File: src/rtl/display_scan_controller.sv
// Round-robin 7-segment scan controller: double-buffered nibble frame, one shared
// decoder, and a blanking gap before each digit slot to avoid ghosting.
module display_scan_controller #(
   parameter int DIGITS            = 4,
   parameter int CLOCKS_PER_DIGIT  = 50000,
   parameter int BLANK_CLOCKS      = 500,
   parameter bit ENABLE_ACTIVE_LOW = 1'b1
) (
   input  logic                  clock,
   input  logic                  reset,
   input  logic [4*DIGITS-1:0]   value_in,
   input  logic [DIGITS-1:0]     blank_in,
   input  logic                  value_load,
   output logic                  load_pending,
   output logic [3:0]            binary_number,
   output logic [DIGITS-1:0]     digit_enable,
   output logic                  frame_start
);

   localparam int MAX_CLOCKS = (CLOCKS_PER_DIGIT > BLANK_CLOCKS) ? CLOCKS_PER_DIGIT : BLANK_CLOCKS;
   localparam int CW = (MAX_CLOCKS > 1) ? $clog2(MAX_CLOCKS) : 1;
   localparam int IW = $clog2(DIGITS);
   localparam logic [CW-1:0]     BLANK_LAST = CW'(BLANK_CLOCKS - 1);
   localparam logic [CW-1:0]     SHOW_LAST  = CW'(CLOCKS_PER_DIGIT - 1);
   localparam logic [IW-1:0]     IDX_LAST   = IW'(DIGITS - 1);
   localparam logic [DIGITS-1:0] EN_OFF     = {DIGITS{ENABLE_ACTIVE_LOW}};

   typedef enum logic {ST_BLANK, ST_SHOW} state_t;

   state_t                   state, state_nxt;
   logic [CW-1:0]            cnt, cnt_nxt;
   logic [IW-1:0]            idx, idx_nxt;
   logic                     leave_show, wrap, commit;
   logic [DIGITS-1:0][3:0]   value_in_nib;
   logic [DIGITS-1:0][3:0]   active_val, shadow_val, commit_val;
   logic [DIGITS-1:0]        active_blank, shadow_blank, commit_blank;
   logic [DIGITS-1:0]        en_nxt;
   logic [3:0]               bin_nxt;

   assign value_in_nib = value_in;

   always_comb begin
      state_nxt  = state;
      cnt_nxt    = cnt + CW'(1);
      idx_nxt    = idx;
      leave_show = 1'b0;
      wrap       = 1'b0;
      case (state)
         ST_BLANK: begin
            if (cnt == BLANK_LAST) begin
               state_nxt = ST_SHOW;
               cnt_nxt   = '0;
            end
         end
         ST_SHOW: begin
            if (cnt == SHOW_LAST) begin
               state_nxt  = ST_BLANK;
               cnt_nxt    = '0;
               leave_show = 1'b1;
               wrap       = (idx == IDX_LAST);
               idx_nxt    = wrap ? '0 : idx + IW'(1);
            end
         end
         default: state_nxt = ST_BLANK;
      endcase

      // A load landing on the wrap edge bypasses the shadow so it is not lost.
      commit       = wrap & (load_pending | value_load);
      commit_val   = value_load ? value_in_nib : shadow_val;
      commit_blank = value_load ? blank_in : shadow_blank;
      bin_nxt      = commit ? commit_val[0] : active_val[idx_nxt];

      // idx only moves on SHOW->BLANK, so the current index is the one entering SHOW.
      en_nxt = EN_OFF;
      if (state_nxt == ST_SHOW && !active_blank[idx])
         en_nxt[idx] = ~EN_OFF[idx];
   end

   always_ff @(posedge clock) begin
      if (reset) begin
         state         <= ST_BLANK;
         cnt           <= '0;
         idx           <= '0;
         active_val    <= '0;
         shadow_val    <= '0;
         active_blank  <= '1;
         shadow_blank  <= '1;
         load_pending  <= 1'b0;
         binary_number <= 4'h0;
         digit_enable  <= EN_OFF;
         frame_start   <= 1'b0;
      end else begin
         state        <= state_nxt;
         cnt          <= cnt_nxt;
         idx          <= idx_nxt;
         digit_enable <= en_nxt;
         frame_start  <= wrap;
         if (leave_show)
            binary_number <= bin_nxt;
         if (commit) begin
            active_val   <= commit_val;
            active_blank <= commit_blank;
         end
         if (value_load) begin
            shadow_val   <= value_in_nib;
            shadow_blank <= blank_in;
         end
         if (wrap)
            load_pending <= 1'b0;
         else if (value_load)
            load_pending <= 1'b1;
      end
   end

endmodule

File: config.mk
export PLATFORM = sky130hd
export DESIGN_NAME = display_scan_controller
export DESIGN_NICKNAME = d
export VERILOG_FILES = /design/src/rtl/display_scan_controller.sv
export SDC_FILE = /design/constraint.sdc
export NUM_CORES = 1
export LEC_CHECK = 0
export CORE_MARGIN = 3
export CORE_UTILIZATION = 38
export CTS_BUF_LIST = sky130_fd_sc_hd__clkbuf_8
export DETAILED_ROUTE_END_ITERATION = 7
export GPL_TIMING_DRIVEN = 1
export RECOVER_POWER = 100
export SLEW_MARGIN = 30
export SYNTH_ARGS = -nofsm -noshare
export SYNTH_HDL_FRONTEND = slang
export SYNTH_SLANG_ARGS = --single-unit
File: constraint.sdc
create_clock -name clock -period 2.3 [get_ports clock]
set_input_delay 0.23 -clock clock [delete_from_list [all_inputs] [get_ports clock]]
set_output_delay 0.23 -clock clock [all_outputs]
set_load 0.1 [all_outputs]
# Yosys cells after proc, flatten, opt, wreduce, memory -nomap -nowiden
# Index checks and enable logic that the tools add are counted.
# classes
muxes	24
addsub	2
eq_ne	3
reduce_logical	5
bitwise_logic	7
n_lt_le_gt_ge	3
# ops
cell	count
2-to-1 mux 16 bit	3
one-hot mux 16 bit (2 select lines)	1
adder 16 x 1 -> 16 bit (second input constant)	1
== test 16 bit (second input constant)	1
== test 16 x 9 -> 1 bit (second input constant)	1
2-to-1 mux 4 bit	3
2-to-1 mux 1 bit	9
binary-select mux 4 bit (select 2 bit)	1
less-than comparator 2 x 3 -> 1 bit (second input constant)	2
2-to-1 mux 2 bit	3
binary-select mux 1 bit (select 2 bit)	2
NOT 4 bit	1
bitwise OR 4 bit	1
OR reduction 2 bit	2
NOT 1 bit	3
adder 2 x 1 -> 2 bit (second input constant)	1
demux 1 bit (select 2 bit)	1
== test 2 bit (second input constant)	1
>= comparator 2 x 1 -> 1 bit (second input constant)	1
logical AND 1 bit	2
one-hot mux 1 bit (2 select lines)	1
AND 1 bit	1
logical NOT 1 bit	1
bitwise OR 1 bit	1
# totals
ff_bits	69
output_inout_bits	10
word_cells	61
in_bits	23

# Longest topological paths before layout
# Gate-level depths: netlist of the first run.
# depth
depth_word	7
depth_mapped	10
depth_no_buf	7

# Worst setup path after synthesis of the first run
# OpenSTA, ideal clock, no wires.
# synth_path
kind	flip-flop to flip-flop
start	register cnt[7]
end	register binary_number[2]
required_time_ns	2.165
arrival_ns	2.002
path_slack_ns	0.163
setup_time_ns	0.135
stages_incl_launch_ff	8
period_less_slack_ns	2.137
path_buffers	1
cell_sequence	dfxtp_1 -> or2_4 -> or4_4 -> buf_6 -> nor2_8 -> or4bb_1 -> mux2i_1 -> a2111oi_2
# synth_via
elab_chain_cells	6
elab_cells_between_ends	11
cone_classes	eq/ne (1); mux (9); bitwise (1)
# synth_rtl
element	line_no	rtl
start: declaration	31	logic [CW-1:0] cnt, cnt_nxt;
start signal: assignment	94	cnt <= cnt_nxt;
== test 16 bit (*)	56	if (cnt == SHOW_LAST) begin
2-to-1 mux 2 bit	56	
2-to-1 mux 2 bit	48	case (state)
binary-select mux 4 bit (select 2 bit)	71	bin_nxt = commit ? commit_val[0] : active_val[idx_nxt];
2-to-1 mux 4 bit (not written as such)	71	
2-to-1 mux 4 bit	71	
end signal: assignment	99	binary_number <= bin_nxt;
end: declaration	15	output logic [3:0] binary_number,
# Every way passes the cells marked *; elsewhere a longest branch is shown, timed or not. The select of a mux whose other input is x is not followed.
# A chain may end at the register's enable or synchronous reset.

# Worst setup path in the final report of the first run
# Same ends and word-level chain as after synthesis.

==> results of run 1 <==
-- stage by stage --
stage | power (mW) | hold slack [ns]
2_1_floorplan | 1.34 | 0.383
3_3_place_gp | 1.40 | 0.431
3_5_place_dp | 1.40 | 0.449
4_1_cts | 2.47 | 0.460
5_1_grt | 2.52 | 0.481
6_report | 2.44 | 0.455
-- state kept, by name, summed over array words and instances (netlist names) --
register and cells:
frame_start 1, cnt 16, binary_number 4, shadow_blank 4, state 1, load_pending 1, digit_enable 4, active_val 16
shadow_val 16, active_blank 4, idx 2
-- cells in the mapped netlist, drive strengths merged, types with 6 or more instances --
library cell and number:
xor2 7, dfxtp 69, buf 8, clkbuf 8, nor2b 17, nor2 45
o21ai 9, inv 6, a211o 7, a21oi 27, mux2 13, nor3 6
nand2 43, mux2i 11, xnor2 7
-- per-layer routing --
layer	wire length (µm)	share of wire, %
met5	0	0
met4	102	1.5
met3	272	4.1
met2	2910	44
met1	3310	50
-- where the power goes --
part	total [mW]	leakage (nW)	switching, mW	internal [mW]
Sequential	1.23	0.562	0.00840	1.22
Clock	1.08	0.101	0.474	0.604
Combinational	0.140	0.735	0.0648	0.0752
Total	2.44	1.40	0.547	1.90
-- cell type report --
type	count	area, µm²	area share [%]
Clock inverter	6	88.8	2.34
Timing Repair Buffer	53	420	11.1
Multi-Input combinational cell	244	1620	42.8
Clock buffer	9	124	3.27
Inverter	6	22.5	0.594
Tap cell	102	128	3.37
Sequential cell	69	1390	36.6
-- what timing repair did --
item | CTS | global route
gates resized for setup | 0 | 7
setup endpoints to repair | 0 | 1
setup buffers | 0 | 4
-- cell families after synthesis --
family                   count (synthesis)
AO/OA/AOI/OAI                           58
XOR/XNOR                                14
adder cells (fa/ha/maj)                  5
buffers and inverters                   22
flip-flops                              69
multiplexers                            25
AND/OR/NAND/NOR                        141
-- worst paths after layout --
path / start / endpoint
worst max-delay path: cnt[7] / binary_number[2]
worst min register to register: cnt[0] / cnt[0]
worst min-delay path: cnt[0] / cnt[0]
worst max register to register: cnt[7] / binary_number[2]
-- critical path: cells and delay by family (launching register included) --
| family | cells | cell delay, ns |
|---|---|---|
| AO/OA/AOI/OAI | 1 | 0.07 |
| flip-flops | 1 | 0.35 |
| multiplexers | 1 | 0.19 |
| AND/OR/NAND/NOR | 4 | 1.52 |
==> out/qor.txt, run 1 <==
Result of the run -> complete, no violations
Post-DP HPWL -> 4720 µm
Largest cells by area after synthesis -> sky130_fd_sc_hd__dfxtp_1 45%, sky130_fd_sc_hd__nor2_1 5.3%, sky130_fd_sc_hd__nand2_1 5.2%
Slowest library cell on the worst path -> sky130_fd_sc_hd__or4_4
Length of the first detailed-routing pass in iterations -> 4
Met1 usage -> 20.5%
Clock-pin slew on the worst setup and hold paths -> 0.07 ns
Final period demand of the worst path -> 2.25 ns
Flip-flop cell with the highest count after synthesis -> sky130_fd_sc_hd__dfxtp_1
Unrepaired setup endpoints after global routing -> true
Post-synth top area cell -> sky130_fd_sc_hd__dfxtp_1
Worst-case clock buffer depth -> 2
Top-area cell type share of the netlist area -> 44.6%
Post-synthesis simple-gate area fraction -> 23.4%
Data required time at the worst endpoint -> 2.52 ns
GRT met3 Usage -> 3.99%
Synth unique cells -> 50
Final Util -> 48.6%
GRT met2 Usage -> 22.7%
Die Span X -> 96.3 µm
Clock root buffer -> sky130_fd_sc_hd__clkbuf_8
Initial antenna violation count -> 0
Number of cells on the worst reg-to-reg path -> 6
Largest net degree at the start of global routing -> 35
Worst slew margin relative to its limit -> 6.46%
TritonCTS clock tree -> yes
Layout Cell Area excl Fill -> 3790 µm²
Number of nets with antenna violations after detailed routing -> 0
Fraction of layout cells with a size suffix above 1 -> 17.3%
Combined global-route utilization of all metal layers -> 15.0%
Mean instance size in the synthesized netlist -> 9.28 µm²
Non-filler cells in the finished layout -> 489
Peak ir drop on the vdd network -> 0.308 mV
Gp weighted congestion -> 0.830
Combinational family with the most area after synthesis -> simple AND/OR/NAND/NOR gates
Wire length of the first global-routing pass -> 10,700 µm
Total leakage power -> 1.40 nW
# clock sinks -> 69
WHS Path Cells -> 1
Synth Net Count -> 362
Total via count after detailed routing -> 2,399
Post-placement worst setup slack -> 0.0623 ns
# port buffers -> 32
Clock insertion delay at the later pin of the skew report -> 0.35 ns
Drt first-iter violations -> 83
Post-route setup TNS -> 0 ns
Count of state elements after synthesis -> 69
Die Area -> 9280 µm²
Busiest layer in global routing -> met2
Share of the yosys chip area belonging to registers -> 44.6%
Compound-cell area share of the yosys netlist -> 12.9%
Min-Delay Path Class -> reg -> reg
Final hold violations -> 0
Post-route worst setup slack -> 0.0476 ns
F_max -> 444 MHz
Worst path max stage delay -> 0.63 ns
Post-Place Cells -> 469
Endpoints failing setup -> 0
Count of warnings emitted by yosys -> 0
Area share of fa/ha/maj cells after synthesis -> 2.02%
Slew at the pin closest to its max-slew limit -> 1.40 ns
Site Rows -> 32
Routed via count divided by cell count -> 4.91
Initial standard-cell utilization of the core -> 39.7%
Number of maximum-capacitance violations -> 0
Most frequent standard cell in the layout excluding fill and tap cells -> sky130_fd_sc_hd__dfxtp_1
Synthesized netlist cell count -> 334
Worst Skew -> 0.0124 ns
Parity-gate share of the synthesized area counting xor and xnor cells -> 3.95%
Area inside the core boundary -> 7810 µm²
Number of I/O pins -> 33
Overflow left after global routing -> 0
Kind of start point of the critical path -> register
Internal reg-to-reg setup slack -> 0.05 ns
Diodes inserted -> 0
DR WL/cell -> 13.5 µm
Mapped cell area -> 3100 µm²
Worst setup path class -> reg -> reg
Routed wire length -> 6600 µm
CTS H-tree depth -> 3
Clock buffer count from CTS -> 9
Cell breakdown of the critical path -> or2_4, or4_4, nor2_8, or4bb_1, mux2i_2, a2111oi_2
Crit path arrival time -> 2.47 ns
Area growth syn-to-layout -> 22.3%
Highest-count cells in the layout ignoring fill and taps -> 67 x sky130_fd_sc_hd__dfxtp_1, 44 x sky130_fd_sc_hd__nor2_1, 43 x sky130_fd_sc_hd__nand2_1, 26 x sky130_fd_sc_hd__a21oi_1, 20 x sky130_fd_sc_hd__clkdlybuf4s50_1
Area after DPL -> 3560 µm²
Power density normalized to cell area -> 645 nW/µm²
Fillcell total -> 778
Number of design rule violations left after detail routing -> 0
Multiplexer share of the synthesized area -> 9.00%
Via count of the first global-routing pass -> 2,202
Maximum net fanout on the critical path -> 10
Chip Height -> 96.3 µm
Number of enable-type register cells in the synthesized netlist -> 0
CTS Hold Bufs -> 0
Async set-reset flop share out of synthesis -> 0%
Max-slew violation count -> 0
Fin crit share -> 97.9%
Category of the worst setup path capture point -> register
Fin nets -> 411
Power figures use the tool's default switching activity.
==> run 2: changes to the inputs <==
--- a/config.mk
+++ b/config.mk
@@ -5,6 +5,7 @@
 export SDC_FILE = /design/constraint.sdc
 export NUM_CORES = 1
 export LEC_CHECK = 0
+export ABC_CLOCK_PERIOD_IN_PS = 2300
 export CORE_MARGIN = 3
 export CORE_UTILIZATION = 38
 export CTS_BUF_LIST = sky130_fd_sc_hd__clkbuf_8
==> results of run 2 <==
No change in the layout: final DEF, timing and power equal those of run 1.
